## config.mk

```make
export PLATFORM = sky130hd
export DESIGN_NAME = lfsr_bit_stats
export DESIGN_NICKNAME = d
export VERILOG_FILES = /design/src/rtl/lfsr_pkg.sv /design/src/rtl/lfsr_bit_stats_run_tracker.sv /design/src/rtl/lfsr_bit_stats.sv
export SDC_FILE = /design/constraint.sdc
export NUM_CORES = 1
export LEC_CHECK = 0
export BUFFER_PORTS_ARGS = -buffer_cell sky130_fd_sc_hd__buf_2
export CAP_MARGIN = 20
export CORE_UTILIZATION = 49
export CTS_CLUSTER_SIZE = 8
export DETAILED_ROUTE_END_ITERATION = 8
export MAX_ROUTING_LAYER = met4
export PLACE_DENSITY = 0.69
export SYNTH_ARGS = -nofsm -noshare
export SYNTH_HDL_FRONTEND = slang
export SYNTH_SLANG_ARGS = --single-unit
```

## constraint.sdc

```tcl
create_clock -name clk -period 8.4 [get_ports clk]
set_input_delay 0 -clock clk [delete_from_list [all_inputs] [get_ports clk]]
set_output_delay 0 -clock clk [all_outputs]
set_load 0.01 [all_outputs]
```

## src/rtl/lfsr_pkg.sv

```systemverilog
// Shared types and helpers for the LFSR bit-statistics block: default widths, stats record, saturating increment.
// Stats fields are sized for the widest supported build; narrower builds keep the upper bits at constant zero.
package lfsr_pkg;

    localparam int CNT_W_DEF = 14;
    localparam int RUN_W_DEF = 6;
    localparam int CNT_MAX_W = 32;
    localparam int RUN_MAX_W = 16;

    typedef logic [CNT_MAX_W-1:0] cnt_t;
    typedef logic [RUN_MAX_W-1:0] run_t;

    typedef struct packed {
        cnt_t ones;
        cnt_t zeros;
        run_t run1;
        run_t run0;
        logic sat;
    } stats_t;

    function automatic cnt_t width_mask(input int unsigned w);
        return (w >= CNT_MAX_W) ? '1 : ((cnt_t'(1) << w) - cnt_t'(1));
    endfunction

    // True when a further increment of a w-bit counter would be lost.
    function automatic logic sat_hit(input cnt_t v, input int unsigned w);
        return (v & width_mask(w)) == width_mask(w);
    endfunction

    // Masking with a constant lets synthesis drop the unused upper bits.
    function automatic cnt_t sat_inc(input cnt_t v, input int unsigned w);
        cnt_t mask;
        mask = width_mask(w);
        return sat_hit(v, w) ? mask : ((v + cnt_t'(1)) & mask);
    endfunction

endpackage

```

## src/rtl/lfsr_bit_stats_run_tracker.sv

```systemverilog
// Tracks the current run of equal sampled bits and the longest run of each polarity.
// Latency: a sample is reflected after the edge that takes it; backpressure: none, i_sample is a strobe.
module run_tracker
    import lfsr_pkg::*;
#(
    parameter int RUN_W = RUN_W_DEF
) (
    input  logic             clk,
    input  logic             reset_n,
    input  logic             i_sample,
    input  logic             i_bit,
    input  logic             i_clr,
    output logic [RUN_W-1:0] o_max_run1,
    output logic [RUN_W-1:0] o_max_run0,
    output logic             o_sat
);

    logic             r_empty;
    logic             r_cur_val;
    logic             r_sat;
    logic [RUN_W-1:0] r_cur_run;
    logic [RUN_W-1:0] r_max_run1;
    logic [RUN_W-1:0] r_max_run0;

    logic             w_run_start;
    logic             w_run_sat;
    logic [RUN_W-1:0] w_next_run;
    logic [RUN_W-1:0] w_longest;

    always_comb begin
        w_run_start = r_empty || (i_bit != r_cur_val);
        w_run_sat   = !w_run_start && sat_hit(cnt_t'(r_cur_run), RUN_W);
        w_next_run  = w_run_start ? RUN_W'(1) : RUN_W'(sat_inc(cnt_t'(r_cur_run), RUN_W));
        w_longest   = i_bit ? r_max_run1 : r_max_run0;
    end

    always_ff @(posedge clk or negedge reset_n) begin
        if (!reset_n) begin
            r_empty    <= 1'b1;
            r_cur_val  <= 1'b0;
            r_cur_run  <= '0;
            r_max_run1 <= '0;
            r_max_run0 <= '0;
            r_sat      <= 1'b0;
        end else if (i_clr) begin
            r_empty    <= 1'b1;
            r_cur_val  <= 1'b0;
            r_cur_run  <= '0;
            r_max_run1 <= '0;
            r_max_run0 <= '0;
            r_sat      <= 1'b0;
        end else if (i_sample) begin
            r_empty   <= 1'b0;
            r_cur_val <= i_bit;
            r_cur_run <= w_next_run;
            // Longest run is updated on the same edge so the bit is fully accounted for.
            if (w_next_run > w_longest) begin
                if (i_bit) begin
                    r_max_run1 <= w_next_run;
                end else begin
                    r_max_run0 <= w_next_run;
                end
            end
            if (w_run_sat) begin
                r_sat <= 1'b1;
            end
        end
    end

    assign o_max_run1 = r_max_run1;
    assign o_max_run0 = r_max_run0;
    assign o_sat      = r_sat;

endmodule

```

## src/rtl/lfsr_bit_stats.sv

```systemverilog
// Per-LFSR-period bit statistics (ones, zeros, longest runs, saturation) snapshotted on max_tick; LFSR_BIT_STATS_TRANSITION_EN adds trans_cnt.
// Latency: snapshot outputs and the stats_valid pulse appear one edge after max_tick; backpressure: none.
module lfsr_bit_stats
    import lfsr_pkg::*;
#(
    parameter int CNT_W = CNT_W_DEF,
    parameter int RUN_W = RUN_W_DEF
) (
    input  logic             clk,
    input  logic             reset_n,
    input  logic             bit_in,
    input  logic             bit_valid,
    input  logic             max_tick,
    input  logic             clr,
    output logic [CNT_W-1:0] ones_cnt,
    output logic [CNT_W-1:0] zeros_cnt,
    output logic [RUN_W-1:0] max_run1,
    output logic [RUN_W-1:0] max_run0,
    output logic             sat,
    output logic             stats_valid
`ifdef LFSR_BIT_STATS_TRANSITION_EN
    ,
    output logic [CNT_W-1:0] trans_cnt
`endif
);

    stats_t           r_live;
    stats_t           r_snap;
    stats_t           w_live;
    logic             r_stats_vld;

    logic             w_clear;
    logic             w_sample;
    logic             w_run_sat;
    logic             w_extra_sat;
    logic [RUN_W-1:0] w_max_run1;
    logic [RUN_W-1:0] w_max_run0;

    // max_tick wins over clr; the seed bit presented with max_tick is never counted.
    assign w_clear  = max_tick | clr;
    assign w_sample = bit_valid & ~w_clear;

    run_tracker #(
        .RUN_W(RUN_W)
    ) u_run (
        .clk       (clk),
        .reset_n   (reset_n),
        .i_sample  (w_sample),
        .i_bit     (bit_in),
        .i_clr     (w_clear),
        .o_max_run1(w_max_run1),
        .o_max_run0(w_max_run0),
        .o_sat     (w_run_sat)
    );

    always_ff @(posedge clk or negedge reset_n) begin
        if (!reset_n) begin
            r_live <= '0;
        end else if (w_clear) begin
            r_live <= '0;
        end else if (w_sample) begin
            if (bit_in) begin
                r_live.ones <= sat_inc(r_live.ones, CNT_W);
                if (sat_hit(r_live.ones, CNT_W)) begin
                    r_live.sat <= 1'b1;
                end
            end else begin
                r_live.zeros <= sat_inc(r_live.zeros, CNT_W);
                if (sat_hit(r_live.zeros, CNT_W)) begin
                    r_live.sat <= 1'b1;
                end
            end
        end
    end

`ifdef LFSR_BIT_STATS_TRANSITION_EN
    logic r_prev_bit;
    logic r_prev_vld;
    logic r_trans_sat;
    cnt_t r_trans;
    cnt_t r_trans_snap;

    always_ff @(posedge clk or negedge reset_n) begin
        if (!reset_n) begin
            r_prev_bit  <= 1'b0;
            r_prev_vld  <= 1'b0;
            r_trans     <= '0;
            r_trans_sat <= 1'b0;
        end else if (w_clear) begin
            r_prev_bit  <= 1'b0;
            r_prev_vld  <= 1'b0;
            r_trans     <= '0;
            r_trans_sat <= 1'b0;
        end else if (w_sample) begin
            r_prev_bit <= bit_in;
            r_prev_vld <= 1'b1;
            if (r_prev_vld && (bit_in != r_prev_bit)) begin
                r_trans <= sat_inc(r_trans, CNT_W);
                if (sat_hit(r_trans, CNT_W)) begin
                    r_trans_sat <= 1'b1;
                end
            end
        end
    end

    always_ff @(posedge clk or negedge reset_n) begin
        if (!reset_n) begin
            r_trans_snap <= '0;
        end else if (max_tick) begin
            r_trans_snap <= r_trans;
        end
    end

    assign w_extra_sat = r_trans_sat;
    assign trans_cnt   = CNT_W'(r_trans_snap);
`else
    assign w_extra_sat = 1'b0;
`endif

    always_comb begin
        w_live      = r_live;
        w_live.run1 = run_t'(w_max_run1);
        w_live.run0 = run_t'(w_max_run0);
        w_live.sat  = r_live.sat | w_run_sat | w_extra_sat;
    end

    always_ff @(posedge clk or negedge reset_n) begin
        if (!reset_n) begin
            r_snap      <= '0;
            r_stats_vld <= 1'b0;
        end else begin
            r_stats_vld <= max_tick;
            if (max_tick) begin
                r_snap <= w_live;
            end
        end
    end

    assign ones_cnt    = CNT_W'(r_snap.ones);
    assign zeros_cnt   = CNT_W'(r_snap.zeros);
    assign max_run1    = RUN_W'(r_snap.run1);
    assign max_run0    = RUN_W'(r_snap.run0);
    assign sat         = r_snap.sat;
    assign stats_valid = r_stats_vld;

endmodule

```

==> metrics.txt, run 1 <==
outcome=complete, no violations; most frequent cells in the layout=dfrtp_1, mux2_2, buf_2; gr ovfl total=0; Final #Nets=between 400 and 500; global-route wire length before repair=between 10 and 15 mm; later-pin clock latency in the skew report=around 0.35 ns; Synth Register Bits=~90; hold depth=3; Psw=between 150 and 200 µW; Post-DRT Antenna Nets=0; Layout area overhead=11.5%; deepest clock path buffer count=2; Yosys cell types=48; CP peak stage delay=roughly 0.47 ns; crit-path cells=ha_1 -> and3_1 -> mux2i_1 -> nor2_1 -> ha_1 -> nand4_1 -> o21bai_1 -> a32oi_2 -> mux2_2; Synth Area per Inst=11.7 µm²; post-synthesis cell area=0.00437 mm²; Synth Area in Compound Gates=~13%; Setup CP Type=reg2reg; worst hold start=bit_valid; syn nets=390; area of the core=roughly 0.0087 mm²; gr usage total=between 20% and 30%; crit path DAT=about 3.2 ns; Synth Area in Adders=2.58%; pin count of the biggest net entering global routing=55; Die X=~96 µm; final setup fails=0; Fin. Hold Viols=0; placed insts=~510; antenna cells=0; CTS tree=done; RR Startpoint=u_run.r_cur_run[0]$_DFFE_PN0P_; Port Buf Inserts=47; share of cells above drive strength 1=between 20% and 30%; worst r2r dst=u_run.o_max_run1[0]$_DFFE_PN0P_; Post-Synthesis Cells=about 380; internal power=around 610 µW; post-synth top area share=approximately 52%; fmax=0.333 GHz; Hold Crit Class=in2reg; Clock Pin Slew Worst Setup and Hold Paths=around 0.09 ns; mux contribution to synthesized area=roughly 15%; ys async rst share=100%; Max-cap violations=0; final period utilization=about 36%; Worst VDD drop=~0.094 mV; unrepaired setup endpoints after global routing=no; Pwr per Cell Area=about 160 mW/mm²; Max-slew headroom=36.6%; synth top area cells=dfrtp_1, mux2_2, a31oi_1, ha_1, and4_1; Util after Layout=56.2%; dpl cell area=0.00467 mm²; Critical Path Source Type=flip-flop; max-slew violations=0; vias per cell=roughly 5.9; gpl congestion=0.841; H-tree depth=3; Sequential Power Share=between 50% and 60%; Iter 0 DRT Violations=165; largest family of logic cells by synthesized area=multiplexers; routed len/inst=roughly 16 µm; Post-CTS Setup Repair Bufs=0; CTS sink count=between 90 and 100; sequential share of the synthesized area=a little over half; Synth Area in XOR/XNOR=less than 1%; crit path max-delay cell type=dfrtp_1; Die ar.=about 0.0093 mm²; Crit. End Element=flip-flop; number of synthesized flops with an enable pin=0; Final min period=3.00 ns; num rows=34; YS warnings=0; final instance area=between 0.004 and 0.005 mm²; post-route insts no fill=between 500 and 600; post-DP HPWL=approximately 5.8 mm; via count of the first global-routing pass=3,018; Setup Skew=roughly 0.011 ns; Clk pwr share=37.7%; initial antenna violation count=0; DRC violations left=0; worst reg-to-reg path cell count=9; DR vias=3,147; worst slew pin tran=0.951 ns; drt total wl=between 8 and 9 mm; clk root buf=clkbuf_8; Synth area leader=dfrtp_1; simple logic cell fraction of the synthesized area=between 10 and 15%; most used cell along the critical path=ha_1; most common cell after layout, fill and taps aside=dfrtp_1; worst hold endpoint=u_run.r_cur_run[0]$_DFFE_PN0P_; worst reg2reg setup slack=~5.4 ns; main flop type after synthesis=dfrtp_1; Die H=roughly 96 µm; required time of the critical path=~8.6 ns; starting density of the core=a little over 50%; Post-Route Setup TNS=0 ns; TritonCTS Buffers=9; Comb power frac=approximately 5.6%; Pre-Repair DR Iteration Count=4; crit path max fanout=8; Ports=48; static leakage=2.40 nW; Sw Share=around a quarter
==> synth_stat cells, types with 2 or more instances <==
cell type   n
a21oi_1    16
a41oi_1     6
a31oi_1    18
nor4_1      2
ha_1        9
dfrtp_1    91
and3_1     14
nand2_1    12
and4_1     12
nor2b_1     4
a32oi_2     2
nand2b_1    3
a311oi_1    3
clkbuf_1   15
o21ai_0    16
mux2_2     53
a21o_1      4
nand3_1     9
inv_1       4
buf_6       2
buf_2       2
a211oi_1    5
o21a_1      3
nand4_1     8
mux2i_1     6
and2_1      5
nor2_1     18
nor3_1     13
==> per-stage QoR <==
step | total power [mW] | setup slack, ns | hold slack (ns)
after floorplan | 0.486 | 5.75 | -0.296
after detailed placement | 0.504 | 5.45 | 0.00185
after CTS | 0.804 | 5.40 | 0.0583
after global routing | 0.831 | 5.17 | 0.0941
after global placement | 0.504 | 5.55 | 0.00390
final | 0.794 | 5.40 | 0.0694
==> worst max path at each step <==
stage | start | to | cells past startpoint
2_1_floorplan | u_run.r_cur_run[0]$_DFFE_PN0P_ | u_run.o_max_run0[0]$_DFFE_PN0P_ | 9
3_3_place_gp | u_run.r_cur_run[0]$_DFFE_PN0P_ | u_run.o_max_run1[5]$_DFFE_PN0P_ | 9
3_5_place_dp | u_run.r_cur_run[0]$_DFFE_PN0P_ | u_run.o_max_run1[0]$_DFFE_PN0P_ | 9
4_1_cts | u_run.r_cur_run[0]$_DFFE_PN0P_ | u_run.o_max_run1[0]$_DFFE_PN0P_ | 9
5_1_grt | u_run.r_cur_run[0]$_DFFE_PN0P_ | u_run.o_max_run1[2]$_DFFE_PN0P_ | 9
6_report | u_run.r_cur_run[0]$_DFFE_PN0P_ | u_run.o_max_run1[0]$_DFFE_PN0P_ | 9
==> critical path: cells and delay by family (launching register included) <==
family | cells | cell delay, ns
compound gates | 2 | 0.66
fa+ha+maj | 2 | 0.61
mux | 2 | 0.67
flops | 1 | 0.47
simple gates | 3 | 0.48
==> routing by layer <==
metal / global-route usage (%) / up-vias / share of wire, %
li1: - / 1517 / -
met1: 27.1 / 1551 / 47
met5: - / - / 0
met4: 6.25 / 0 / 1.4
met3: 4.38 / 9 / 3.9
met2: 33.2 / 70 / 48
==> power by group through the flow <==
stage	logic (mW)	clock network, mW	registers (mW)
2_1_floorplan	0.0258	0	0.460
3_3_place_gp	0.0446	0	0.459
3_5_place_dp	0.0451	0	0.459
4_1_cts	0.0454	0.308	0.451
5_1_grt	0.0504	0.329	0.452
6_report	0.0444	0.299	0.451
==> what timing repair did <==
item,in CTS,in global routing
resized for setup,0,0
hold buffers,1,0
endpoints found under the hold margin,38,0
==> final cells by class <==
class                      instances  area [µm²]
clock inverter                     6        62.6
timing repair buffer              51         270
tap                              108         135
sequential                        92        2300
inverter                           4        15.0
multi-input combinational        258        1950
clock buffer                      10         138
fill                             766        3800
==> state kept, by name, indices dropped and copies added (netlist names), 6 cells and up <==
signal            count
r_live               29
zeros_cnt            14
u_run.r_cur_run       6
max_run0              6
max_run1              6
u_run.o_max_run0      6
ones_cnt             14
u_run.o_max_run1      6
==> logic make-up (layout without fill, tap and decap cells) <==
logic type               Yosys count  count (layout)
buffers and inverters             25              71
flip-flops                        92              92
AND/OR/NAND/NOR                  106             106
multiplexers                      59              59
XOR/XNOR                           2               2
AO/OA/AOI/OAI                     82              82
adder cells (fa/ha/maj)            9               9
Note: power is estimated with default switching activity, not from simulation.
==> run 2: changes to the inputs <==
PLACE_DENSITY = 0.71   (was 0.69)
clock period = 2.55 ns   (was 8.4 ns; I/O delays follow)
==> metrics.txt, run 2 (synthesized netlist as in run 1, its figures left out) <==
outcome=complete, but fails checks; failing checks=setup timing; gr ovfl total=0; gr usage total=22.3%; max reg flops=29; Post-DRT Antenna Nets=0; placed insts=530; fmax=between 0.3 and 0.4 GHz; Die H=approximately 96 µm; Largest Register=r_live; Hold Crit Class=in2reg; Pre-Repair DR Iteration Count=4; DRC violations left=0; Setup CP Type=reg2reg; initial antenna violation count=0; num rows=34; max-slew violations=0; Die X=~96 µm; global-route wire length before repair=between 15 and 20 mm; Worst VDD drop=0.317 mV; Setup Skew=0.0101 ns; crit path max fanout=6; unrepaired setup endpoints after global routing=yes; most common cell after layout, fill and taps aside=dfrtp_1; TritonCTS Buffers=9; Fin. Hold Viols=0; CTS sink count=92; clk root buf=clkbuf_8; area of the core=around 0.0087 mm²; Die ar.=around 0.0093 mm²; starting density of the core=around half; antenna cells=0; Critical Path Source Type=flip-flop; Final min period=2.59 ns; Pwr per Cell Area=524 mW/mm²; Final #Nets=451; via count of the first global-routing pass=approximately 3.1k; Max-cap violations=0; Ports=48; Clock Pin Slew Worst Setup and Hold Paths=0.09 ns; CTS tree=done; final period utilization=101%; crit-path cells=ha_4 -> and3_4 -> mux2i_2 -> nor2_1 -> ha_1 -> nand4_1 -> o21bai_4 -> a32oi_2 -> buf_4 -> mux2_4; vias per cell=5.91; routed len/inst=~17 µm; Iter 0 DRT Violations=approximately 150; required time of the critical path=approximately 2.8 ns; gpl congestion=0.859; Layout area overhead=17.2%; filler cell count=between 700 and 800; CP peak stage delay=between 0.4 and 0.5 ns; static leakage=2.53 nW; crit path max-delay cell type=dfrtp_1; drt total wl=between 9 and 10 mm; later-pin clock latency in the skew report=between 0.3 and 0.4 ns; deepest clock path buffer count=2; DR vias=3,244; setup ws final=-0.0378 ns; final setup fails=12; Max-slew headroom=between 50% and 60%; most frequent cells in the layout=dfrtp_1, buf_2, mux2_2; worst slew pin tran=roughly 0.60 ns; post-route insts no fill=around 550; H-tree depth=3; Port Buf Inserts=47; share of cells above drive strength 1=34.5%; Hold WS=0.0569 ns; Crit. End Element=flip-flop; post-DP HPWL=about 6.3 mm; crit path DAT=2.84 ns; pin count of the biggest net entering global routing=48
==> run 2: cell count changes in the layout (fill, tap and decap cells not counted), sizes merged <==
cell	before	now
clkinvlp	0	2
clkbuf	10	11
buf	50	70
clkinv	4	1
==> run 2: worst paths after layout <==
path	endpoint	cells after the start	startpoint	slack (ns)
worst max-delay path	u_run.o_max_run0[0]$_DFFE_PN0P_	10	u_run.r_cur_run[1]$_DFFE_PN0P_	-0.04
worst min-delay path	u_run.r_cur_run[0]$_DFFE_PN0P_	3	bit_valid	0.06
worst max register to register	u_run.o_max_run0[0]$_DFFE_PN0P_	10	u_run.r_cur_run[1]$_DFFE_PN0P_	-0.04
worst min register to register	r_live[0]$_DFFE_PN0P_	2	r_live[0]$_DFFE_PN0P_	0.50
max in group asynchronous	r_live[36]$_DFFE_PN0P_	3	reset_n	1.62
min in group asynchronous	ones_cnt[4]$_DFFE_PN0P_	2	reset_n	0.17
==> run 2: what timing repair did <==
item,CTS,global route
setup endpoints to repair,12,12
endpoints found under the hold margin,44,0
resized for setup,6,12
buffers inserted,1,1
hold buffers,1,0
pin swaps,2,4
==> run 2: report_power, final <==
group          internal [mW]  total [mW]  switching [mW]
clock                  0.509        1.03           0.524
combinational         0.0645       0.167           0.103
sequential              1.47        1.48          0.0107
==> run 2: worst max-delay path: cells and delay by family (launching register included) <==
kind | cells | cell delay, ns
adder cells (fa/ha/maj) | 2 | 0.48
AO/OA/AOI/OAI | 2 | 0.45
AND/OR/NAND/NOR | 3 | 0.43
multiplexers | 2 | 0.54
flip-flops | 1 | 0.41
buffers and inverters | 1 | 0.18
==> run 2: layout make-up <==
class / instances / area (µm²) / share of cell area [%]
flip-flops and latches: 92 / 2300 / 45.0
multi-input cells: 258 / 2040 / 39.7
repair buffers: 71 / 424 / 8.28
clock buffers: 11 / 151 / 2.95
well taps: 108 / 135 / 2.64
clock inverters: 5 / 58.8 / 1.15
inverters: 4 / 15.0 / 0.293
==> run 2: stage by stage <==
stage               util, %  instance area [µm²]  power [mW]  worst slack (ns)  TNS, ns
finish                 59.1                 5120        2.68           -0.0378   -0.265
global route           59.1                 5120        2.79            -0.173    -1.84
CTS                    58.4                 5070        2.71           -0.0101  -0.0364
detailed placement     55.5                 4820        1.68           -0.0748   -0.751
global placement       55.5                 4820        1.67            0.0414        0
floorplan                 -                 4390        1.60            0.0141        0
==> run 2: metal layers <==
layer | track usage, % | share of wire [%]
met3 | 3.91 | 3.6
met5 | - | 0
met2 | 34.6 | 49
met4 | 8.82 | 1.8
met1 | 29.2 | 46
==> run 3: changes to the inputs <==
CORE_MARGIN = 3   (was unset)
PLACE_DENSITY = 0.82   (was 0.71)
==> metrics.txt, run 3 (synthesized netlist as in run 1, its figures left out) <==
RR Startpoint=u_run.r_cur_run[0]$_DFFE_PN0P_; CTS tree=done; Clock Pin Slew Worst Setup and Hold Paths=~0.09 ns; worst hold endpoint=u_run.r_cur_run[0]$_DFFE_PN0P_; drt total wl=between 9 and 10 mm; deepest clock path buffer count=2; Setup Skew=roughly 0.014 ns; most used cell along the critical path=buf_4; hold depth=3; num rows=33; Final min period=2.58 ns; gpl congestion=0.858; Die ar.=~0.01 mm²; pin count of the biggest net entering global routing=58; starting density of the core=between 50% and 60%; max reg flops=29; dpl cell area=0.00479 mm²; max-slew violations=0; Layout area overhead=16.2%; crit path DAT=2.83 ns; Hold Crit Class=in2reg; area of the multi-input gates=around 0.0020 mm²; fmax=0.387 GHz; Worst VDD drop=0.275 mV; DRC violations left=0; Max-cap violations=0; antenna cells=0; share of cells above drive strength 1=approximately 34%; filler cell count=680; CP Buf/Inv Count=2; final period utilization=101%; worst slew pin tran=~0.7 ns; Final #Nets=450; setup ws final=-0.0322 ns; Setup CP Type=reg2reg; unrepaired setup endpoints after global routing=yes; final setup fails=6; via count of the first global-routing pass=approximately 3.2k; Die H=between 100 and 150 µm; post-DP HPWL=between 6 and 7 mm; final instance area=about 0.0051 mm²; Crit. End Element=flip-flop; worst reg2reg setup slack=-0.03 ns; most frequent cells in the layout=dfrtp_1, buf_2, mux2_2; routed len/inst=approximately 17 µm; Post-DRT Antenna Nets=0; Largest Register=r_live; initial antenna violation count=0; area of the core=0.00842 mm²; TritonCTS Buffers=9; Fin. Hold Viols=0; required time of the critical path=roughly 2.8 ns; CTS sink count=between 90 and 100; gr usage total=around 20%; clk root buf=clkbuf_8; worst r2r dst=u_run.o_max_run0[5]$_DFFE_PN0P_; failing checks=setup timing; most common cell after layout, fill and taps aside=dfrtp_1; Util after Layout=60.3%; vias per cell=about 6.1; Port Buf Inserts=between 40 and 50; Reg area=between 0.002 and 0.0025 mm²; Pwr per Cell Area=between 500 and 600 mW/mm²; static leakage=around 2.5 nW; Die X=around 100 µm; worst reg-to-reg path cell count=10; DR vias=around 3.3k; Iter 0 DRT Violations=186; crit path max-delay cell type=dfrtp_2; H-tree depth=3; crit-path cells=buf_4 -> and4_1 -> a21oi_1 -> nor3_1 -> ha_1 -> nand4_1 -> o21bai_4 -> a32oi_2 -> buf_4 -> mux2_4; Crit path max-delay family=compound AO/OA/AOI/OAI gates; Hold WS=about 0.086 ns; outcome=complete, but fails checks; Critical Path Source Type=flip-flop; crit path from=u_run.r_cur_run[0]$_DFFE_PN0P_; crit path max fanout=3; gr ovfl total=0; Ports=48; Max-slew headroom=54.3%; worst hold start=bit_valid; CP peak stage delay=0.44 ns; later-pin clock latency in the skew report=between 0.3 and 0.4 ns; global-route wire length before repair=15.7 mm; Post-Route Setup TNS=-0.159 ns; Pre-Repair DR Iteration Count=5
[run 3: cell types whose count changed in the layout (fill, tap and decap cells not counted), sizes merged]
cell	change
clkinv	+2
clkinvlp	-2
inv	+2
buf	-1
bufinv	-1
clkbuf	-1
[run 3: cell type report]
type                       count  area share (%)
sequential                    92            45.4
multi-input combinational    258            40.2
timing repair buffer          70            8.13
tap                          105            2.59
clock buffer                  10            2.51
clock inverter                 6           0.936
inverter                       4           0.295
[run 3: metal layers]
layer,up-vias,wire [µm],track usage (%)
met4,0,187,7.88
met1,1651,4170,26.1
li1,1539,-,-
met5,-,0,-
met2,100,4600,31.5
met3,19,409,2.91
[run 3: repair_timing]
item                                    in CTS  in global routing
hold endpoints to repair                    54                  0
pin swaps                                    2                  5
cloned                                       0                  0
hold buffers                                 1                  0
gates resized for setup                      2                 16
endpoints found under the setup margin      12                 12
buffers inserted                             2                  2
[run 3: worst reg2reg max path, stage by stage, from the launching register on]
cell and delay [ns]:
dfrtp_2 0.44, buf_4 0.14, and4_1 0.22, a21oi_1 0.21, nor3_1 0.08, ha_1 0.31, nand4_1 0.14, o21bai_4 0.21
a32oi_2 0.25, buf_4 0.19, mux2_4 0.30
[run 3: power breakdown]
group	internal, mW	switching, mW
clock	0.367	0.527
sequential	1.47	0.0111
combinational	0.0638	0.104
[run 3: worst max-delay path by stage]
stage / endpoint / slack [ns] / cells past startpoint
finish: u_run.o_max_run0[5]$_DFFE_PN0P_ / -0.03 / 10
global route: u_run.o_max_run0[5]$_DFFE_PN0P_ / -0.12 / 10
CTS: u_run.o_max_run1[4]$_DFFE_PN0P_ / 0.002 / 10
detailed placement: u_run.o_max_run1[4]$_DFFE_PN0P_ / -0.02 / 10
global placement: u_run.o_max_run1[5]$_DFFE_PN0P_ / 0.03 / 10
floorplan: u_run.o_max_run1[0]$_DFFE_PN0P_ / 0.01 / 9
[run 3: stage by stage]
stage | power, mW | setup WS (ns) | std cells
after floorplan | 1.60 | 0.0141 | 375
after global placement | 1.67 | 0.0270 | 524
after detailed placement | 1.67 | -0.0199 | 524
after CTS | 2.56 | 0.00229 | 543
after global routing | 2.65 | -0.117 | 545
final | 2.55 | -0.0322 | 545
